`config.mk`:
```
export PLATFORM = sky130hd
export DESIGN_NAME = demod_segment_scheduler
export DESIGN_NICKNAME = d
export VERILOG_FILES = /design/src/rtl/demod_pkg.sv /design/src/rtl/demod_decision_slice.sv /design/src/rtl/demod_segment_scheduler.sv
export SDC_FILE = /design/constraint.sdc
export NUM_CORES = 1
export LEC_CHECK = 0
export ABC_AREA = 1
export CORE_ASPECT_RATIO = 0.75
export CORE_MARGIN = 2
export CORE_UTILIZATION = 50
export CTS_BUF_LIST = sky130_fd_sc_hd__clkbuf_8
export DETAILED_ROUTE_END_ITERATION = 8
export PLACE_DENSITY = 0.89
export SLEW_MARGIN = 20
export SYNTH_ARGS = -nofsm -noshare
export SYNTH_HDL_FRONTEND = slang
export SYNTH_SLANG_ARGS = --single-unit
```
`constraint.sdc`:
```
create_clock -name clk -period 4.75 [get_ports clk]
set_clock_uncertainty 0.05 [all_clocks]
set_input_delay 0.95 -clock clk [delete_from_list [all_inputs] [get_ports clk]]
set_output_delay 0.95 -clock clk [all_outputs]
set_load 0.01 [all_outputs]
```
`src/rtl/demod_pkg.sv`:
```
// rtl/demod_pkg.sv - shared widths, references, FSM states and reference lookup for the segment scheduler
package demod_pkg;

  localparam int DW = 32;
  localparam logic [DW-1:0] REF_POS = 32'h0001_0000;
  localparam logic [DW-1:0] REF_NEG = 32'hFFFF_0000;

  typedef enum logic [1:0] {IDLE, LOAD, DRAIN, DONE} state_t;

  // Even segments use +1.0 as ref and -1.0 as ref_m; odd segments are swapped.
  function automatic logic [DW-1:0] ref_for(input logic [3:0] k, input logic m);
    return (k[0] ^ m) ? REF_NEG : REF_POS;
  endfunction

endpackage

```
`src/rtl/demod_decision_slice.sv`:
```
// rtl/demod_decision_slice.sv - shared 2-stage nearest-reference decision for one sample per clock
module demod_decision_slice
  import demod_pkg::*;
#(
  parameter int IW = 4
) (
  input  logic          clk,
  input  logic          reset,
  input  logic [DW-1:0] in_x,
  input  logic [IW-1:0] in_idx,
  input  logic          in_v,
  output logic [IW-1:0] out_idx,
  output logic          out_choice,
  output logic [DW-1:0] out_value,
  output logic          out_v
);

  logic [DW-1:0] ref_k;
  logic [DW-1:0] ref_m;
  logic [DW:0]   x_ext;
  logic [DW:0]   diff0;
  logic [DW:0]   diff1;
  logic [DW:0]   d0;
  logic [DW:0]   d1;

  logic [DW:0]   s1_d0;
  logic [DW:0]   s1_d1;
  logic [IW-1:0] s1_idx;
  logic          s1_v;

  // One extra bit keeps x - ref exact even at the full-scale extremes.
  always_comb begin
    ref_k = ref_for(4'(in_idx), 1'b0);
    ref_m = ref_for(4'(in_idx), 1'b1);
    x_ext = {in_x[DW-1], in_x};
    diff0 = x_ext - {ref_k[DW-1], ref_k};
    diff1 = x_ext - {ref_m[DW-1], ref_m};
    d0    = diff0[DW] ? -diff0 : diff0;
    d1    = diff1[DW] ? -diff1 : diff1;
  end

  always_ff @(posedge clk) begin
    if (reset) begin
      s1_d0  <= '0;
      s1_d1  <= '0;
      s1_idx <= '0;
      s1_v   <= 1'b0;
    end else begin
      s1_d0  <= d0;
      s1_d1  <= d1;
      s1_idx <= in_idx;
      s1_v   <= in_v;
    end
  end

  // Ties keep ref_k.
  assign out_choice = (s1_d1 < s1_d0);
  assign out_value  = ref_for(4'(s1_idx), out_choice);
  assign out_idx    = s1_idx;
  assign out_v      = s1_v;

endmodule

```
`src/rtl/demod_segment_scheduler.sv`:
```
// rtl/demod_segment_scheduler.sv - sequences a NUM_SEG-sample frame through one shared decision slice
module demod_segment_scheduler
  import demod_pkg::*;
#(
  parameter int NUM_SEG = 10
) (
  input  logic                  clk,
  input  logic                  reset,
  input  logic                  start,
  input  logic                  in_valid,
  input  logic [DW-1:0]         in_sample,
  output logic                  in_ready,
  output logic [NUM_SEG*DW-1:0] seg_out,
  output logic [NUM_SEG-1:0]    seg_bits,
  output logic                  valid,
  output logic                  busy
);

  localparam int IW = (NUM_SEG > 1) ? $clog2(NUM_SEG) : 1;

  state_t        state;
  state_t        next_state;
  logic [IW-1:0] idx;
  logic          accept;
  logic          last;

  logic [IW-1:0] sl_idx;
  logic          sl_choice;
  logic [DW-1:0] sl_value;
  logic          sl_v;

  assign accept   = (state == LOAD) && in_valid;
  assign last     = (idx == IW'(NUM_SEG - 1));
  assign in_ready = (state == LOAD);
  assign busy     = (state != IDLE);
  assign valid    = (state == DONE);

  demod_decision_slice #(
    .IW(IW)
  ) u_slice (
    .clk       (clk),
    .reset     (reset),
    .in_x      (in_sample),
    .in_idx    (idx),
    .in_v      (accept),
    .out_idx   (sl_idx),
    .out_choice(sl_choice),
    .out_value (sl_value),
    .out_v     (sl_v)
  );

  always_comb begin
    next_state = state;
    case (state)
      IDLE:    if (start) next_state = LOAD;
      LOAD:    if (accept && last) next_state = DRAIN;
      DRAIN:   if (!sl_v) next_state = DONE;
      DONE:    next_state = IDLE;
      default: next_state = IDLE;
    endcase
  end

  always_ff @(posedge clk) begin
    if (reset) begin
      state    <= IDLE;
      idx      <= '0;
      seg_out  <= '0;
      seg_bits <= '0;
    end else begin
      state <= next_state;
      if (state == IDLE && start) begin
        idx      <= '0;
        seg_bits <= '0;
      end else if (accept && !last) begin
        idx <= idx + IW'(1);
      end
      // Lane writes only ever land outside IDLE, so they never race the clear above.
      if (sl_v) begin
        for (int k = 0; k < NUM_SEG; k++) begin
          if (sl_idx == IW'(k)) begin
            seg_out[k*DW +: DW] <= sl_value;
            seg_bits[k]         <= sl_choice;
          end
        end
      end
    end
  end

endmodule

```
==> metrics.cfg, run 1 <==
[outcome]
status = finished clean

[synth]
synthCells = 1454
yosysUniqueCellTypes = 45
yosys-top-cells-area = sky130_fd_sc_hd__buf_4 23%, sky130_fd_sc_hd__dfxtp_1 22%, sky130_fd_sc_hd__nand2_1 10%, sky130_fd_sc_hd__ha_1 9.2%, sky130_fd_sc_hd__inv_1 5.9%
synth.cell_area_um2 = 9756
synthArstFlopShare = 0
synth-seq-cells = 105
yosysSeqAreaShare = 0.2155
synth_edf_count = 0
synthesis.area_per_instance_um2 = 6.709
synth_top_area_cell = sky130_fd_sc_hd__buf_4
postSynth.topFlopCell = sky130_fd_sc_hd__dfxtp_1
yosysTopAreaCellShare = 0.2332
ys.warnings.count = 0

[critical_path]
critical_path_peak_fanout = 38
cp_slowest_cell = sky130_fd_sc_hd__ha_1
cp_data_required_time_ns = 4.95
critical_path_class = input port to register
cell_chain_critical_path = clkdlybuf4s50_1, ha_1, inv_1, a21oi_1, o21ai_1, a21oi_1, nand2_1, nand2_1, nand2_4, inv_2, o21ai_0, nor3b_2
arrival_ns = 3.80
reg2reg_depth = 12
critPathCaptureType = register
critical_path.top_delay_family = buffers and inverters
startpoint_type = input port
cp_num_buf_inv = 3
cp_num_cells = 12
crit_path_max_incr_delay_ns = 0.53

[detailed_routing]
detail_route.iter0.violations = 765
top_layer = met4
routed_wl_um = 23850
drc = 0
routed_wirelength_normalized_by_instance_count_um = 13.56
m1WireLength_um = 10610
routed-via-count = 8550
drt_pass1_iterations = 6
wl_met2_um = 10730
dr_wl_met3_um = 2088
ant_nets = 0
via_per_inst = 4.861

[clock_network]
clock_tree_from_tritoncts = yes
total_clock_buffers_created_by_cts = 9
cts.repair.resized = 0
clock-root-buffer = sky130_fd_sc_hd__clkbuf_8
clockBufferDepth = 2
cts_max_level = 3
clkSlewWorstSetupHoldPaths_ns = 0.11
clock_latency_ns = 0.36
cts_setup_buffers = 0
clock_sink_count = 105
hold_buffers = 0

[layout]
design_area_um2 = 10520
final_core_util = 0.5476
layout-area-overhead-vs-synth_pct = 7.849
antennaDiodeCount = 0
layout.filler_cells = 1781
layout-drive-gt1-share = 0.04316
nets = 1611
mostFrequentLayoutCells = 269 x sky130_fd_sc_hd__nand2_1, 208 x sky130_fd_sc_hd__clkdlybuf4s50_1, 160 x sky130_fd_sc_hd__conb_1
mostFrequentLayoutCell = sky130_fd_sc_hd__nand2_1

[sta]
rsz_0062_raised_after_global_routing = false
timing.final.crit_period_ns = 3.603
tightestPinTransition_ns = 0.8555
slew_headroom = 0.4291
finalSetupViolCount = 0
report.final.slew_viol_count = 0
report.final.hold_viol_count = 0
worst_hold_slack_ns = 0.4279
maxClockFrequency_mhz = 277.5
setup_total_negative_slack_ns = 0
post-route-period-util = 0.7586

[placement]
dpl-instance-area_um2 = 10320
io_buffer_count = 208
final_wtd_congestion = 1.005
place.detailed.hpwl_um = 18950

[floorplan]
area_of_the_die_um2 = 20660
core_um2 = 19210
die_h_um = 125.0
dieWidth_um = 165.3
ports_placed_on_the_boundary = 369
initial_utilization = 0.5077
rows = 44

[global_routing]
grt_antenna_before_repair = 0
overall_track_demand_over_capacity_in_global_routing = 0.2197
grt_remaining_overflow = 0
grt_pass1_wl_um = 37430
grt_max_degree = 39
grt_pass1_vias = 7681

[pwr]
worst_ir_drop_vdd_uv = 190.8
cellPowerDensity_nw_per_um2 = 315.7
p_leak_nw = 5.064

[hold_path]
hold_path_depth = 2
tightest_hold_check_type = register to register

[job]
max_cap_violations = 0

## cell families (layout without fill, tap and decap cells)
family          count (synthesis)  after routing  synth area share
flops                         105            105            0.2155
compound gates                201            201            0.1099
simple gates                  554            554            0.2439
buf+inv                       500            393            0.3168
xor+xnor                       19             19           0.01706
fa+ha+maj                      74             74           0.09645
other cells                     1            160         0.0003844
## report_power, final
part / leakage [nW] / internal (W) / switching, W / total [W]
combinational: 4.10 / 0.000538 / 0.00114 / 0.00168
clock: 0.0989 / 0.000228 / 0.000324 / 0.000552
sequential: 0.865 / 0.00103 / 0.0000592 / 0.00109
## per-stage QoR
stage	setup slack [ns]	power, W	std cells
CTS	1.199	0.003296	1759
floorplan	1.888	0.002447	1613
global placement	0.8958	0.002681	1743
finish	1.147	0.003321	1759
global route	0.8316	0.003600	1759
detailed placement	0.8126	0.002743	1743
## worst paths after layout
kind / start / endpoint / slack [ns]
worst min-delay path: seg_out[144] / seg_out[144] / 0.43
worst max register to register: idx[0] / u_slice.s1_d1[22] / 1.28
worst min register to register: seg_out[144] / seg_out[144] / 0.43
worst max-delay path: in_sample[29] / u_slice.s1_d1[22] / 1.15
## tightest hold or removal path: stages, from the launching register on
cell and delay [ns]:
sky130_fd_sc_hd__dfxtp_1 0.34, sky130_fd_sc_hd__nor2_1 0.05, sky130_fd_sc_hd__nor2_1 0.06
## cell usage after synthesis, types with 7 or more instances
| library cell | count |
|---|---|
| sky130_fd_sc_hd__a21oi_1 | 107 |
| sky130_fd_sc_hd__buf_2 | 10 |
| sky130_fd_sc_hd__buf_4 | 303 |
| sky130_fd_sc_hd__buf_6 | 7 |
| sky130_fd_sc_hd__clkbuf_1 | 13 |
| sky130_fd_sc_hd__dfxtp_1 | 105 |
| sky130_fd_sc_hd__ha_1 | 72 |
| sky130_fd_sc_hd__inv_1 | 153 |
| sky130_fd_sc_hd__inv_2 | 8 |
| sky130_fd_sc_hd__nand2_1 | 269 |
| sky130_fd_sc_hd__nand3_1 | 75 |
| sky130_fd_sc_hd__nand4_1 | 12 |
| sky130_fd_sc_hd__nor2_1 | 143 |
| sky130_fd_sc_hd__nor3_1 | 21 |
| sky130_fd_sc_hd__o21ai_0 | 68 |
| sky130_fd_sc_hd__xor2_1 | 17 |
## area by class of cell
| type | count | area (um2) | share of cell area |
|---|---|---|---|
| sequential | 105 | 2102 | 0.1998 |
| inverter | 165 | 629.4 | 0.05982 |
| clock inverter | 5 | 50.05 | 0.004757 |
| multi-input combinational | 1008 | 5160 | 0.4904 |
| clock buffer | 11 | 151.4 | 0.01439 |
| timing repair buffer | 212 | 2112 | 0.2007 |
| tap | 253 | 316.6 | 0.03009 |
## registers in the layout, indices dropped and copies added (netlist names)
register / count
seg_bits: 10
u_slice.out_v: 1
state: 2
seg_out: 20
idx: 4
u_slice.s1_d1: 32
u_slice.out_idx: 4
u_slice.s1_d0: 32
## per-layer routing
layer,vias up,GRT usage
met1,3876,0.3071
met4,0,0.05172
met2,399,0.3478
met3,40,0.04512
met5,-,0
li1,4235,-
(Power assumes the default switching activity.)
==> run 2: changes to the inputs <==
--- a/config.mk
+++ b/config.mk
@@ -8,10 +8,10 @@
 export ABC_AREA = 1
 export CORE_ASPECT_RATIO = 0.75
 export CORE_MARGIN = 2
-export CORE_UTILIZATION = 50
+export CORE_UTILIZATION = 42
 export CTS_BUF_LIST = sky130_fd_sc_hd__clkbuf_8
 export DETAILED_ROUTE_END_ITERATION = 8
-export PLACE_DENSITY = 0.89
+export PLACE_DENSITY = 0.8
 export SLEW_MARGIN = 20
 export SYNTH_ARGS = -nofsm -noshare
 export SYNTH_HDL_FRONTEND = slang
==> constraint.sdc (replaced) <==
create_clock -name clk -period 3.2 [get_ports clk]
set_clock_uncertainty 0.05 [all_clocks]
set_input_delay 0.64 -clock clk [delete_from_list [all_inputs] [get_ports clk]]
set_output_delay 0.64 -clock clk [all_outputs]
set_load 0.01 [all_outputs]
==> run 2 against run 1 <==
Compared with the run above:
- cell count up 5.1%
- register-to-register slack worse by 0.88 ns
- critical path depth unchanged
- first-iteration DRC count down 21%
- flip-flop and latch count unchanged
- die area up 18%
- setup slack worse by 0.86 ns
- non-clock buffer count up 42
- sequential share of layout area down 0.75 points
- combinational power up 61%
- cell area up 3.9%
- power up 55%
==> metrics.cfg, run 2 (synthesized netlist as in run 1, its figures left out) <==
[sta]
finalSetupViolCount = 0  ; unchanged
timing.final.crit_period_ns = 2.913
worst_slack_ns = 0.2871  ; -0.8596 ns
rsz_0062_raised_after_global_routing = false
report.final.slew_viol_count = 0  ; unchanged
post-route-period-util = 0.9103
setup_total_negative_slack_ns = 0  ; unchanged
maxClockFrequency_mhz = 343.3
report.final.hold_viol_count = 0  ; unchanged
slew_headroom = 0.6179  ; +0.1889
tightestPinTransition_ns = 0.5715  ; -0.2840 ns

[floorplan]
area_of_the_die_um2 = 24480  ; +18%
rows = 48  ; +9.1%
core_um2 = 22880  ; +19%
dieWidth_um = 180.0  ; +8.9%
initial_utilization = 0.4263  ; -0.08140
die_h_um = 136.0  ; +8.8%
ports_placed_on_the_boundary = 369  ; unchanged

[critical_path]
critical_path_class = input port to register
critical_path.reg2reg.startpoint = idx[0]
critical_path_peak_fanout = 8  ; -79%
startpoint_type = input port
setup.worst_path.start = in_sample[26]
arrival_ns = 3.13  ; -0.67 ns
critPathCaptureType = register
cp_data_required_time_ns = 3.41  ; -1.54 ns

[pwr]
p_leak_nw = 5.277  ; +4.2%
p_int_w = 0.002801  ; +56%
sw_share = 0.4544  ; -0.005228
power.share.combinational = 0.526  ; +0.020
cellPowerDensity_nw_per_um2 = 469.7  ; +49%
worst_ir_drop_vdd_uv = 209.9  ; +10%
power.net_switching_w = 0.002332  ; +53%
share_clk_of_total_power = 0.160  ; -0.006
share_seq_of_total_power = 0.313  ; -0.014
totalPowerFinal_w = 0.005133  ; +55%

[layout]
nets = 1653  ; +2.6%
final_core_util = 0.4776  ; -0.06997
layout-drive-gt1-share = 0.06977  ; +0.02661
design_area_um2 = 10930  ; +3.9%
antennaDiodeCount = 0  ; unchanged
mostFrequentLayoutCell = sky130_fd_sc_hd__nand2_1
top_regs = u_slice.s1_d0: 32 flops, u_slice.s1_d1: 32 flops, seg_out: 20 flops
layout-area-overhead-vs-synth_pct = 12.03
mostFrequentLayoutCells = 269 x sky130_fd_sc_hd__nand2_1, 208 x sky130_fd_sc_hd__clkdlybuf4s50_1, 160 x sky130_fd_sc_hd__conb_1

[global_routing]
use_met2 = 0.2895  ; -0.05831
grt_max_degree = 77  ; +97%
overall_track_demand_over_capacity_in_global_routing = 0.1850  ; -0.03475
grt_pass1_vias = 7545  ; -1.8%
grt_remaining_overflow = 0  ; unchanged
grt_pass1_wl_um = 37200  ; -0.59%
met1_usage = 0.2598  ; -0.04729
global_route.peak_usage_layer = met2
grt_antenna_before_repair = 0  ; unchanged
globalRouteMet3Util = 0.04715  ; +0.002024

[detailed_routing]
routed-via-count = 8618  ; +0.80%
drc = 0  ; unchanged
routed_wl_um = 24380  ; +2.2%
via_per_inst = 4.663  ; -4.1%
drt_pass1_iterations = 5  ; -1
ant_nets = 0  ; unchanged
routed_wirelength_normalized_by_instance_count_um = 13.19  ; -2.7%
detail_route.iter0.violations = 607  ; -21%

[hold_path]
tightest_hold_check_type = register to register
worstHoldStart = seg_out[112]

[clock_network]
cts_max_level = 3  ; unchanged
hold_buffers = 0  ; unchanged
clock_latency_ns = 0.38  ; +0.02 ns
clock-root-buffer = sky130_fd_sc_hd__clkbuf_8
total_clock_buffers_created_by_cts = 9  ; unchanged
clock_tree_from_tritoncts = yes
clock_sink_count = 105  ; unchanged
clkSlewWorstSetupHoldPaths_ns = 0.09  ; -0.02 ns
clockBufferDepth = 2  ; unchanged

[job]
max_cap_violations = 0  ; unchanged

[outcome]
status = finished clean

[placement]
place.detailed.hpwl_um = 19860  ; +4.8%
dpl-instance-area_um2 = 10730  ; +4.0%
final_wtd_congestion = 0.9234  ; -8.1%
io_buffer_count = 208  ; unchanged
pre_cts_slack_ns = -0.04128  ; -0.8538 ns

[run 2: critical path, cell delays in order]
cell	delay, ns
sky130_fd_sc_hd__clkdlybuf4s50_1	0.43
sky130_fd_sc_hd__ha_1	0.43
sky130_fd_sc_hd__nor2_1	0.27
sky130_fd_sc_hd__nand2_1	0.16
sky130_fd_sc_hd__nor2_1	0.11
sky130_fd_sc_hd__nand2_1	0.16
sky130_fd_sc_hd__nand4_1	0.13
sky130_fd_sc_hd__nand2_1	0.14
sky130_fd_sc_hd__nor2_1	0.24
sky130_fd_sc_hd__nand3_1	0.19
sky130_fd_sc_hd__a21oi_1	0.16
sky130_fd_sc_hd__nor2_1	0.07
[run 2: area by class of cell]
cell class                 instances  area [um2]
clock buffer                      10       137.6
clock inverter                     6       55.05
fill                            2267       11950
inverter                         165       629.4
multi-input combinational       1008        5165
sequential                       105        2102
tap                              300       375.4
timing repair buffer             254        2465
[run 2: path summary, 6_finish.rpt]
check             depth (start not counted)           endpoint  slack, ns
hold reg to reg                           1       seg_out[112]       0.42
setup reg to reg                         13  u_slice.s1_d1[29]       0.40
setup / recovery                         12  u_slice.s1_d1[29]       0.29
hold / removal                            1       seg_out[112]       0.42
[run 2: through the flow]
stage / hold slack [ns] / std cells
2_1_floorplan: 0.3876 / 1613
3_3_place_gp: 0.3979 / 1832
3_5_place_dp: 0.4041 / 1832
4_1_cts: 0.4254 / 1848
5_1_grt: 0.4560 / 1848
6_report: 0.4238 / 1848
[run 2: what timing repair did]
| action | in CTS | in global routing |
|---|---|---|
| buffers inserted | 0 | 0 |
| hold endpoints to repair | 0 | 0 |
| gates resized for setup | 0 | 2 |
| setup endpoints to repair | 0 | 1 |
[run 2: metal layers]
layer | wire length [um] | vias up
li1 | - | 4313
met1 | 11160 | 3908
met4 | 167 | 0
met5 | 0 | -
met3 | 2235 | 18
met2 | 10810 | 379
[run 2: power groups by stage]
stage / sequential, W / clock, W / combinational [W]
after global routing: 0.00163 / 0.000902 / 0.00304
final: 0.00161 / 0.000823 / 0.00270
after global placement: 0.00163 / 0 / 0.00258
after detailed placement: 0.00164 / 0 / 0.00265
after floorplan: 0.00163 / 0 / 0.00201
after CTS: 0.00161 / 0.000843 / 0.00266
==> run 3: changes to the inputs <==
--- a/config.mk
+++ b/config.mk
@@ -6,12 +6,14 @@
 export NUM_CORES = 1
 export LEC_CHECK = 0
 export ABC_AREA = 1
+export CAP_MARGIN = 20
 export CORE_ASPECT_RATIO = 0.75
 export CORE_MARGIN = 2
 export CORE_UTILIZATION = 42
 export CTS_BUF_LIST = sky130_fd_sc_hd__clkbuf_8
 export DETAILED_ROUTE_END_ITERATION = 8
 export PLACE_DENSITY = 0.8
+export SKIP_CTS_REPAIR_TIMING = 1
 export SLEW_MARGIN = 20
 export SYNTH_ARGS = -nofsm -noshare
 export SYNTH_HDL_FRONTEND = slang
==> results of run 3 <==
Final layout, timing and power as in run 2 (identical DEF).
